`src/rtl/reg_file_pkg.sv`:
```
// Shared defaults and clear-sequencer state type
// for the multi-port register file.
package reg_file_pkg;

  localparam int DEF_DATA_W = 16;
  localparam int DEF_ADDR_W = 4;
  localparam int DEF_NUM_RD = 2;

  typedef enum logic [0:0] {
    CLR_IDLE  = 1'b0,
    CLR_SWEEP = 1'b1
  } clr_state_e;

endpackage

```
`src/rtl/reg_file_clear_seq.sv`:
```
// Clear sequencer: walks every register address once
// per request and holds ready low while it runs.
import reg_file_pkg::*;

module reg_file_clear_seq #(
  parameter int ADDR_W = DEF_ADDR_W
) (
  input  logic              clk,
  input  logic              rst,
  input  logic              i_clr_req,
  output logic              o_ready,
  output logic              o_clr_active,
  output logic [ADDR_W-1:0] o_clr_addr
);

  clr_state_e        r_state;
  logic [ADDR_W-1:0] r_cnt;
  logic              w_last;

  assign w_last = (r_cnt == {ADDR_W{1'b1}});

  always_ff @(posedge clk or negedge rst) begin
    if (!rst) begin
      r_state <= CLR_IDLE;
      r_cnt   <= '0;
    end else begin
      unique case (r_state)
        CLR_IDLE: begin
          if (i_clr_req) begin
            r_state <= CLR_SWEEP;
            r_cnt   <= '0;
          end
        end
        CLR_SWEEP: begin
          // requests during a sweep never restart it
          if (w_last) begin
            r_state <= CLR_IDLE;
            r_cnt   <= '0;
          end else begin
            r_cnt <= r_cnt + 1'b1;
          end
        end
        default: begin
          r_state <= CLR_IDLE;
          r_cnt   <= '0;
        end
      endcase
    end
  end

  assign o_ready      = (r_state == CLR_IDLE);
  assign o_clr_active = (r_state == CLR_SWEEP);
  assign o_clr_addr   = r_cnt;

endmodule

```
`src/rtl/reg_file_mp.sv`:
```
// Multi-read-port register file with busy scoreboard,
// write-through bypass and a counted clear sweep.
import reg_file_pkg::*;

module reg_file_mp #(
  parameter int DATA_W   = DEF_DATA_W,
  parameter int ADDR_W   = DEF_ADDR_W,
  parameter int NUM_RD   = DEF_NUM_RD,
  parameter int ZERO_REG = 1,
  parameter int BYPASS   = 1
) (
  input  logic                     clk,
  input  logic                     rst,
  input  logic [NUM_RD*ADDR_W-1:0] rd_addr,
  output logic [NUM_RD*DATA_W-1:0] rd_data,
  output logic [NUM_RD-1:0]        rd_busy,
  input  logic                     wr_en,
  input  logic [ADDR_W-1:0]        wr_addr,
  input  logic [DATA_W-1:0]        wr_data,
  input  logic                     alloc_en,
  input  logic [ADDR_W-1:0]        alloc_addr,
  input  logic                     clr_req,
  output logic                     ready
);

  localparam int NREGS = 1 << ADDR_W;

  logic [DATA_W-1:0] r_mem [NREGS];
  logic [NREGS-1:0]  r_busy;

  logic              w_ready;
  logic              w_clr_active;
  logic [ADDR_W-1:0] w_clr_addr;
  logic              w_wr_zero;
  logic              w_al_zero;
  logic              w_wr_acc;
  logic              w_al_acc;

  reg_file_clear_seq #(
    .ADDR_W (ADDR_W)
  ) u_clr (
    .clk          (clk),
    .rst          (rst),
    .i_clr_req    (clr_req),
    .o_ready      (w_ready),
    .o_clr_active (w_clr_active),
    .o_clr_addr   (w_clr_addr)
  );

  assign ready     = w_ready;
  assign w_wr_zero = (ZERO_REG != 0) && (wr_addr == '0);
  assign w_al_zero = (ZERO_REG != 0) && (alloc_addr == '0);
  assign w_wr_acc  = wr_en && w_ready && !w_wr_zero;
  assign w_al_acc  = alloc_en && w_ready && !w_al_zero;

  always_ff @(posedge clk or negedge rst) begin
    if (!rst) begin
      for (int i = 0; i < NREGS; i++) begin
        r_mem[i] <= '0;
      end
      r_busy <= '0;
    end else if (w_clr_active) begin
      r_mem[w_clr_addr]  <= '0;
      r_busy[w_clr_addr] <= 1'b0;
    end else begin
      if (w_wr_acc) begin
        r_mem[wr_addr]  <= wr_data;
        r_busy[wr_addr] <= 1'b0;
      end
      // a same-address alloc overrides the write's busy clear
      if (w_al_acc) begin
        r_busy[alloc_addr] <= 1'b1;
      end
    end
  end

  for (genvar g = 0; g < NUM_RD; g++) begin : g_rd
    logic [ADDR_W-1:0] w_a;
    logic [DATA_W-1:0] w_d;
    logic              w_b;
    logic              w_hit;

    assign w_a   = rd_addr[g*ADDR_W +: ADDR_W];
    assign w_hit = (BYPASS != 0) && w_wr_acc
                   && (wr_addr == w_a);

    always_comb begin
      w_d = r_mem[w_a];
      w_b = r_busy[w_a];
      if (w_hit) begin
        w_d = wr_data;
        w_b = w_al_acc && (alloc_addr == w_a);
      end
      if ((ZERO_REG != 0) && (w_a == '0)) begin
        w_d = '0;
        w_b = 1'b0;
      end
    end

    assign rd_data[g*DATA_W +: DATA_W] = w_d;
    assign rd_busy[g]                  = w_b;
  end

endmodule

```
`config.mk`:
```
export PLATFORM = sky130hd
export DESIGN_NAME = reg_file_mp
export DESIGN_NICKNAME = d
export VERILOG_FILES = /design/src/rtl/reg_file_pkg.sv /design/src/rtl/reg_file_clear_seq.sv /design/src/rtl/reg_file_mp.sv
export SDC_FILE = /design/constraint.sdc
export NUM_CORES = 1
export LEC_CHECK = 0
export ABC_CLOCK_PERIOD_IN_PS = 8000
export CAP_MARGIN = 20
export CORE_ASPECT_RATIO = 0.8
export CORE_MARGIN = 1
export CORE_UTILIZATION = 30
export CTS_CLUSTER_SIZE = 14
export DETAILED_ROUTE_END_ITERATION = 16
export GPL_TIMING_DRIVEN = 0
export SYNTH_ARGS = -nofsm -noshare
export SYNTH_HDL_FRONTEND = slang
export SYNTH_SLANG_ARGS = --single-unit
```
`constraint.sdc`:
```
create_clock -name clk -period 8 [get_ports clk]
set_input_delay 2 -clock clk [delete_from_list [all_inputs] [get_ports clk]]
set_output_delay 2 -clock clk [all_outputs]
set_load 0.01 [all_outputs]
```
# Word-level counts from Yosys, hierarchy flattened
# Index checks and enable logic that the tools add are counted.
# totals
input_bits	37
wordCells	113
output_inout_bits	35
reg_bits	277
# classes
n_bitwise	12
add_sub_neg	1
n_eq_ne	6
muxes	41
reduce_logical	20
magnitude_cmp	14
# op_table
cell	count
$mux 256	2
$and 256x256->256	1
$bwmux 256	1
$not 256->256	1
$mux 16	14
$bmux 16 s4	2
$demux 16 s4	2
$and 16x16->16	2
$not 16->16	2
$lt 4x5->1 const B	5
$ge 5x5->1 const B	4
$not 4->5	4
$eq 4x4->1	4
$logic_not 4->1	4
$or 16x16->16	1
$logic_and 1x1->1	13
$demux 1 s4	3
$ge 4x1->1 const B	3
$mux 1	11
$lt 5x1->1 const B	2
$bmux 1 s4	2
$mux 4	2
$pmux 4 s2	1
$add 4x1->4 const B	1
6 further kinds	7

# Longest topological paths before layout
# depth
word_depth	11
mapped_depth	8
ltp_nobuf	5

# Hierarchy
# A second synthesis with hierarchy kept.
# unflattened
cells_unflattened	1243
hier_area_um2	15229.6
# modules_own_cells
module	area_per_inst_um2	n_inst	cells_per_inst	seq_area_each_um2
reg_file_mp	14998.1	1	1221	6806.5
reg_file_clear_seq	231.5	1	22	125.1

# Least setup slack after synthesis
# OpenSTA, ideal clock, no wires.
# synth_path
path_type	input-to-output
start	in rd_addr[4]
end	out rd_data[18]
setup_slack_ps	2600
n_path_buf	3
stages	7
required_time_ps	6000
arrival_time_ps	3400
path_cell_list	buf_2 or3b_2 buf_2 buf_2 o22ai_1 a211oi_1 a31oi_1
# synth_via
elab_chain_cells	6
word_cells_on_any_way	9
classes_between	eq/ne (1); mux (5); bitwise (1); reduce/logical (2)
# synth_lines
item	line	text
start, declared	reg_file_mp.sv:14	input logic [NUM_RD*ADDR_W-1:0] rd_addr,
$not 4->5 (not written as such)	reg_file_mp.sv:88	w_d = r_mem[w_a];
$bmux 16 s4	reg_file_mp.sv:88	
$mux 16 (not written as such) (2 in series)	reg_file_mp.sv:88	
$mux 16	reg_file_mp.sv:90	if (w_hit) begin
$mux 16 (*)	reg_file_mp.sv:94	if ((ZERO_REG != 0) && (w_a == '0)) begin
end, declared	reg_file_mp.sv:15	output logic [NUM_RD*DATA_W-1:0] rd_data,
# Every way passes the cells marked *; elsewhere a longest branch is shown, timed or not. The select of a mux whose other input is x is not followed.

# Worst setup path in the final report
# layout_path
start	in rd_addr[5]
end	out rd_data[27]
# The elaborated chain is that of the path after synthesis.

==> qor.txt <==
CRITICAL PATH
------------------------------------------------------------------------------------
Number of buffer and inverter instances along the worst setup path                 5
Max stage delay cell, worst path                                        sky130_fd_sc_hd__clkdlybuf4s50_1
Family with the most delay on the worst path                            buffers and inverters
Slack of the worst reg-to-reg path                                           5560 ps
Kind of capture point of the worst setup path                             output pin
Start of the worst register-to-register path                            u_clr.o_clr_active
Peak fanout along the critical path                                               10
Number of cells traversed by the worst register-to-register path                   5
Reg-to-reg endpoint                                                       r_mem[205]
Start point of the critical path                                          rd_addr[5]
Arrival time of data at the critical path endpoint                           5370 ps
Cell occurring most often along the worst timing path                   sky130_fd_sc_hd__clkdlybuf4s50_1
Delay of the slowest cell on the worst path                                   650 ps
Critical path launch point type                                            input pin
Critical path, cell by cell                                             clkdlybuf4s50_1, buf_2, buf_1, clkbuf_1, nand3_1, a31oi_1, clkdlybuf4s50_1
Category of the critical setup timing path                              input pin to output pin
Worst Path Required                                                          6000 ps

DRT
------------------------------------------------------------------------------------
Number of DRC markers after the initial detailed-route iteration                1615
Total DRC errors in the routed layout                                              0
Number of vias per cell                                                         6.07
Wire per inst                                                           27.5 microns
Antenna Violating Nets Remaining                                                   0
Total vias in the final route                                                  12.1k
1st-pass router iterations                                                         5
Final wirelength                                                             54.9 mm

CELLS AND AREA
------------------------------------------------------------------------------------
Fillers                                                                         4917
Count of inserted antenna diode cells                                              0
Number of standard cells in the layout, taps in and fillers out                 1995
Area delta synth->final                                                        15.1%
Fin nets                                                                        1343
Total non-filler cell area in the finished layout                       0.0174 sq mm
Layout cells sized above 1                                                     17.8%

POWER AND IR DROP
------------------------------------------------------------------------------------
Maximum resistive drop on vdd                                               0.146 mV
Total power per unit cell area                                           242 mW/mm^2
Leak Pwr                                                                     7.48 nW

WORST HOLD PATH
------------------------------------------------------------------------------------
Hold path depth                                                                    1
Class of the worst hold path                                            flip-flop to flip-flop
Hold path start                                                            r_mem[37]
Hold endpoint                                                              r_mem[37]

STA
------------------------------------------------------------------------------------
Highest clock rate                                                           136 MHz
Final critical-path share of the clock period                                  92.2%
Number of hold violations in the final report                                      0
Worst-case headroom to the max-slew limit                                      29.5%
Setup violators final                                                              0
Final critical delay including setup and external delays                     7370 ps
Clk_skew                                                                     17.7 ps
Tightest Pin Transition                                                      1060 ps
Setup TNS                                                                       0 ps
Max Slew Vio Count                                                                 0
Final WS setup                                                                627 ps
RSZ-0062 raised after global routing                                              no
Worst Hold Slack                                                              517 ps

PLACED DESIGN
------------------------------------------------------------------------------------
Post-place instance area                                                0.0165 sq mm
GPL Wtd Cong                                                                    1.00
Placed insts                                                                    1945
Worst setup slack before clock tree synthesis                                 732 ps
Buffers added on ports                                                            47
DP Wirelength                                                                40.7 mm

YOSYS
------------------------------------------------------------------------------------
Share of flip-flops with an asynchronous set or reset after synthesis           100%
Post-synthesis instance total                                                   1221
Sequential share of the synthesized area                                       45.8%
Post-synth cell types                                                             54
Main combinational cell family by area after synthesis                  compound AO/OA/AOI/OAI gates
Netlist area before placement                                           0.0151 sq mm
Dominant cell type by area after synthesis                              sky130_fd_sc_hd__dfrtp_1
Multiplexer area fraction after synthesis                                      19.3%
Adder-Cell Fraction of Synth Area                                             0.331%
Number of flops mapped to enable cells by yosys                                    0
Synth Area per Inst                                                       12.4 sq um
Count of synthesis-stage warnings from yosys                                       0
Most used flip-flop cell after synthesis                                sky130_fd_sc_hd__dfrtp_1
Proportion of netlist area held by the largest area contributor                45.8%
Top cells by area, synth                                                sky130_fd_sc_hd__dfrtp_1, sky130_fd_sc_hd__a22o_1, sky130_fd_sc_hd__mux4_2
Post-Synthesis Net Count                                                        1262
Most frequent cells after synthesis                                     sky130_fd_sc_hd__dfrtp_1, sky130_fd_sc_hd__a22o_1, sky130_fd_sc_hd__mux2i_1
Simple-Gate Fraction of Synth Area                                             4.96%
Synthesized-area fraction occupied by ao, oa, aoi and oai cells                23.8%
Library cell with the highest instance count after synthesis            sky130_fd_sc_hd__dfrtp_1
Number of synthesized register bits                                              277
Post-synthesis xor/xnor area fraction                                         0.984%

CLOCKING
------------------------------------------------------------------------------------
Count of buffers added by post-CTS timing repair for setup                         0
Number of buffers created by CTS                                                  29
Register clock-pin slew on the reported worst setup and hold paths             60 ps
Post-CTS Resized                                                                   0
Root Driver                                                             sky130_fd_sc_hd__clkbuf_16
Maximum clock insertion buffer count                                               3
Number of clock sinks                                                            277
Later-pin clock latency in the skew report                                    570 ps
CTS Hold Bufs                                                                      0
Number of H-tree levels                                                            1
TritonCTS clock tree                                                             yes

FLOORPLAN
------------------------------------------------------------------------------------
Total Die Area                                                          0.0513 sq mm
Site Rows                                                                         73
Die Y-Extent                                                             203 microns
Die span in x                                                            253 microns
Core Area                                                               0.0497 sq mm
Initial core utilization                                                       30.4%
Ports placed on the boundary                                                      72

GRT
------------------------------------------------------------------------------------
Grt total ovfl                                                                     0
First-pass GRT wire length                                                   81.8 mm
Initial antenna violation count                                                    2
GRT Util Overall                                                               21.3%
Vias in the first global route                                                 11.8k
Pin count of the biggest net entering global routing                             117

RUN STATUS
------------------------------------------------------------------------------------
Result of the run                                                          completed

JOB
------------------------------------------------------------------------------------
Max_cap viols                                                                      0

==> registers in the layout, summed over array words and instances (netlist names) <==
name and count:
r_mem 256, u_clr.o_clr_active 1, u_clr.o_clr_addr 4, r_busy 16
==> per-stage QoR <==
stage / total power [W] / util, %
after floorplan: 0.00246 / -
after global placement: 0.00284 / 33.1
after detailed placement: 0.00287 / 33.2
after CTS: 0.00420 / 35.0
after global routing: 0.00436 / 35.0
final: 0.00421 / 35.0
==> worst reg2reg max path, delay by kind of cell (launching register included) <==
kind	cells	cell delay [ps]
flip-flops	1	460
AO/OA/AOI/OAI	2	470
AND/OR/NAND/NOR	2	1040
buffers and inverters	1	360
==> kinds of logic after synthesis <==
kind of cell	count (synthesis)
AOI/OAI and AO/OA	449
DFF	277
and+or+nand+nor	113
buffers and inverters	155
adders and majority gates	4
xor gates and xnor gates	17
muxes	206
==> worst max path at each step <==
stage	endpoint	cells past startpoint
floorplan	rd_data[18]	7
global placement	r_mem[67]	1
detailed placement	rd_data[27]	7
CTS	rd_data[27]	7
global route	rd_data[21]	7
finish	rd_data[27]	7
==> cell type report <==
cell class,count,area [sq um],area share [%]
buffer,151,719,4.13
timing repair buffer,50,536,3.07
inverter,4,15.0,0.0862
multi-input combinational,789,7460,42.8
tap,675,845,4.85
sequential,277,6930,39.8
clock inverter,8,70.1,0.402
clock buffer,41,841,4.83
==> layer usage <==
| layer | vias up | GRT usage, % | part of all wire (%) |
|---|---|---|---|
| met5 | - | 0 | 0.055 |
| met4 | 4 | 4.76 | 2.4 |
| met3 | 85 | 5.40 | 10 |
| met2 | 703 | 30.2 | 42 |
| met1 | 6280 | 32.3 | 45 |
| li1 | 5033 | - | - |
==> report_power, final <==
group | leakage [nW] | total, W | internal (W) | switching (W)
Sequential | 3.84 | 0.00180 | 0.00161 | 0.000182
Clock | 0.448 | 0.00133 | 0.000756 | 0.000578
Combinational | 3.20 | 0.00108 | 0.000466 | 0.000611
Total | 7.48 | 0.00421 | 0.00284 | 0.00137
==> cell usage in the layout (no fill, tap or decap), types with 29 or more instances in the layout <==
cell,n
sky130_fd_sc_hd__dfrtp_1,277
sky130_fd_sc_hd__a22o_1,251
sky130_fd_sc_hd__mux2i_1,136
sky130_fd_sc_hd__mux4_2,68
sky130_fd_sc_hd__o22ai_1,68
sky130_fd_sc_hd__buf_2,66
sky130_fd_sc_hd__clkbuf_1,56
sky130_fd_sc_hd__clkdlybuf4s50_1,46
sky130_fd_sc_hd__a211oi_1,36
sky130_fd_sc_hd__o31ai_1,35
sky130_fd_sc_hd__nand3_1,34
sky130_fd_sc_hd__a31oi_1,30
sky130_fd_sc_hd__clkbuf_16,29
(Power assumes the default switching activity.)
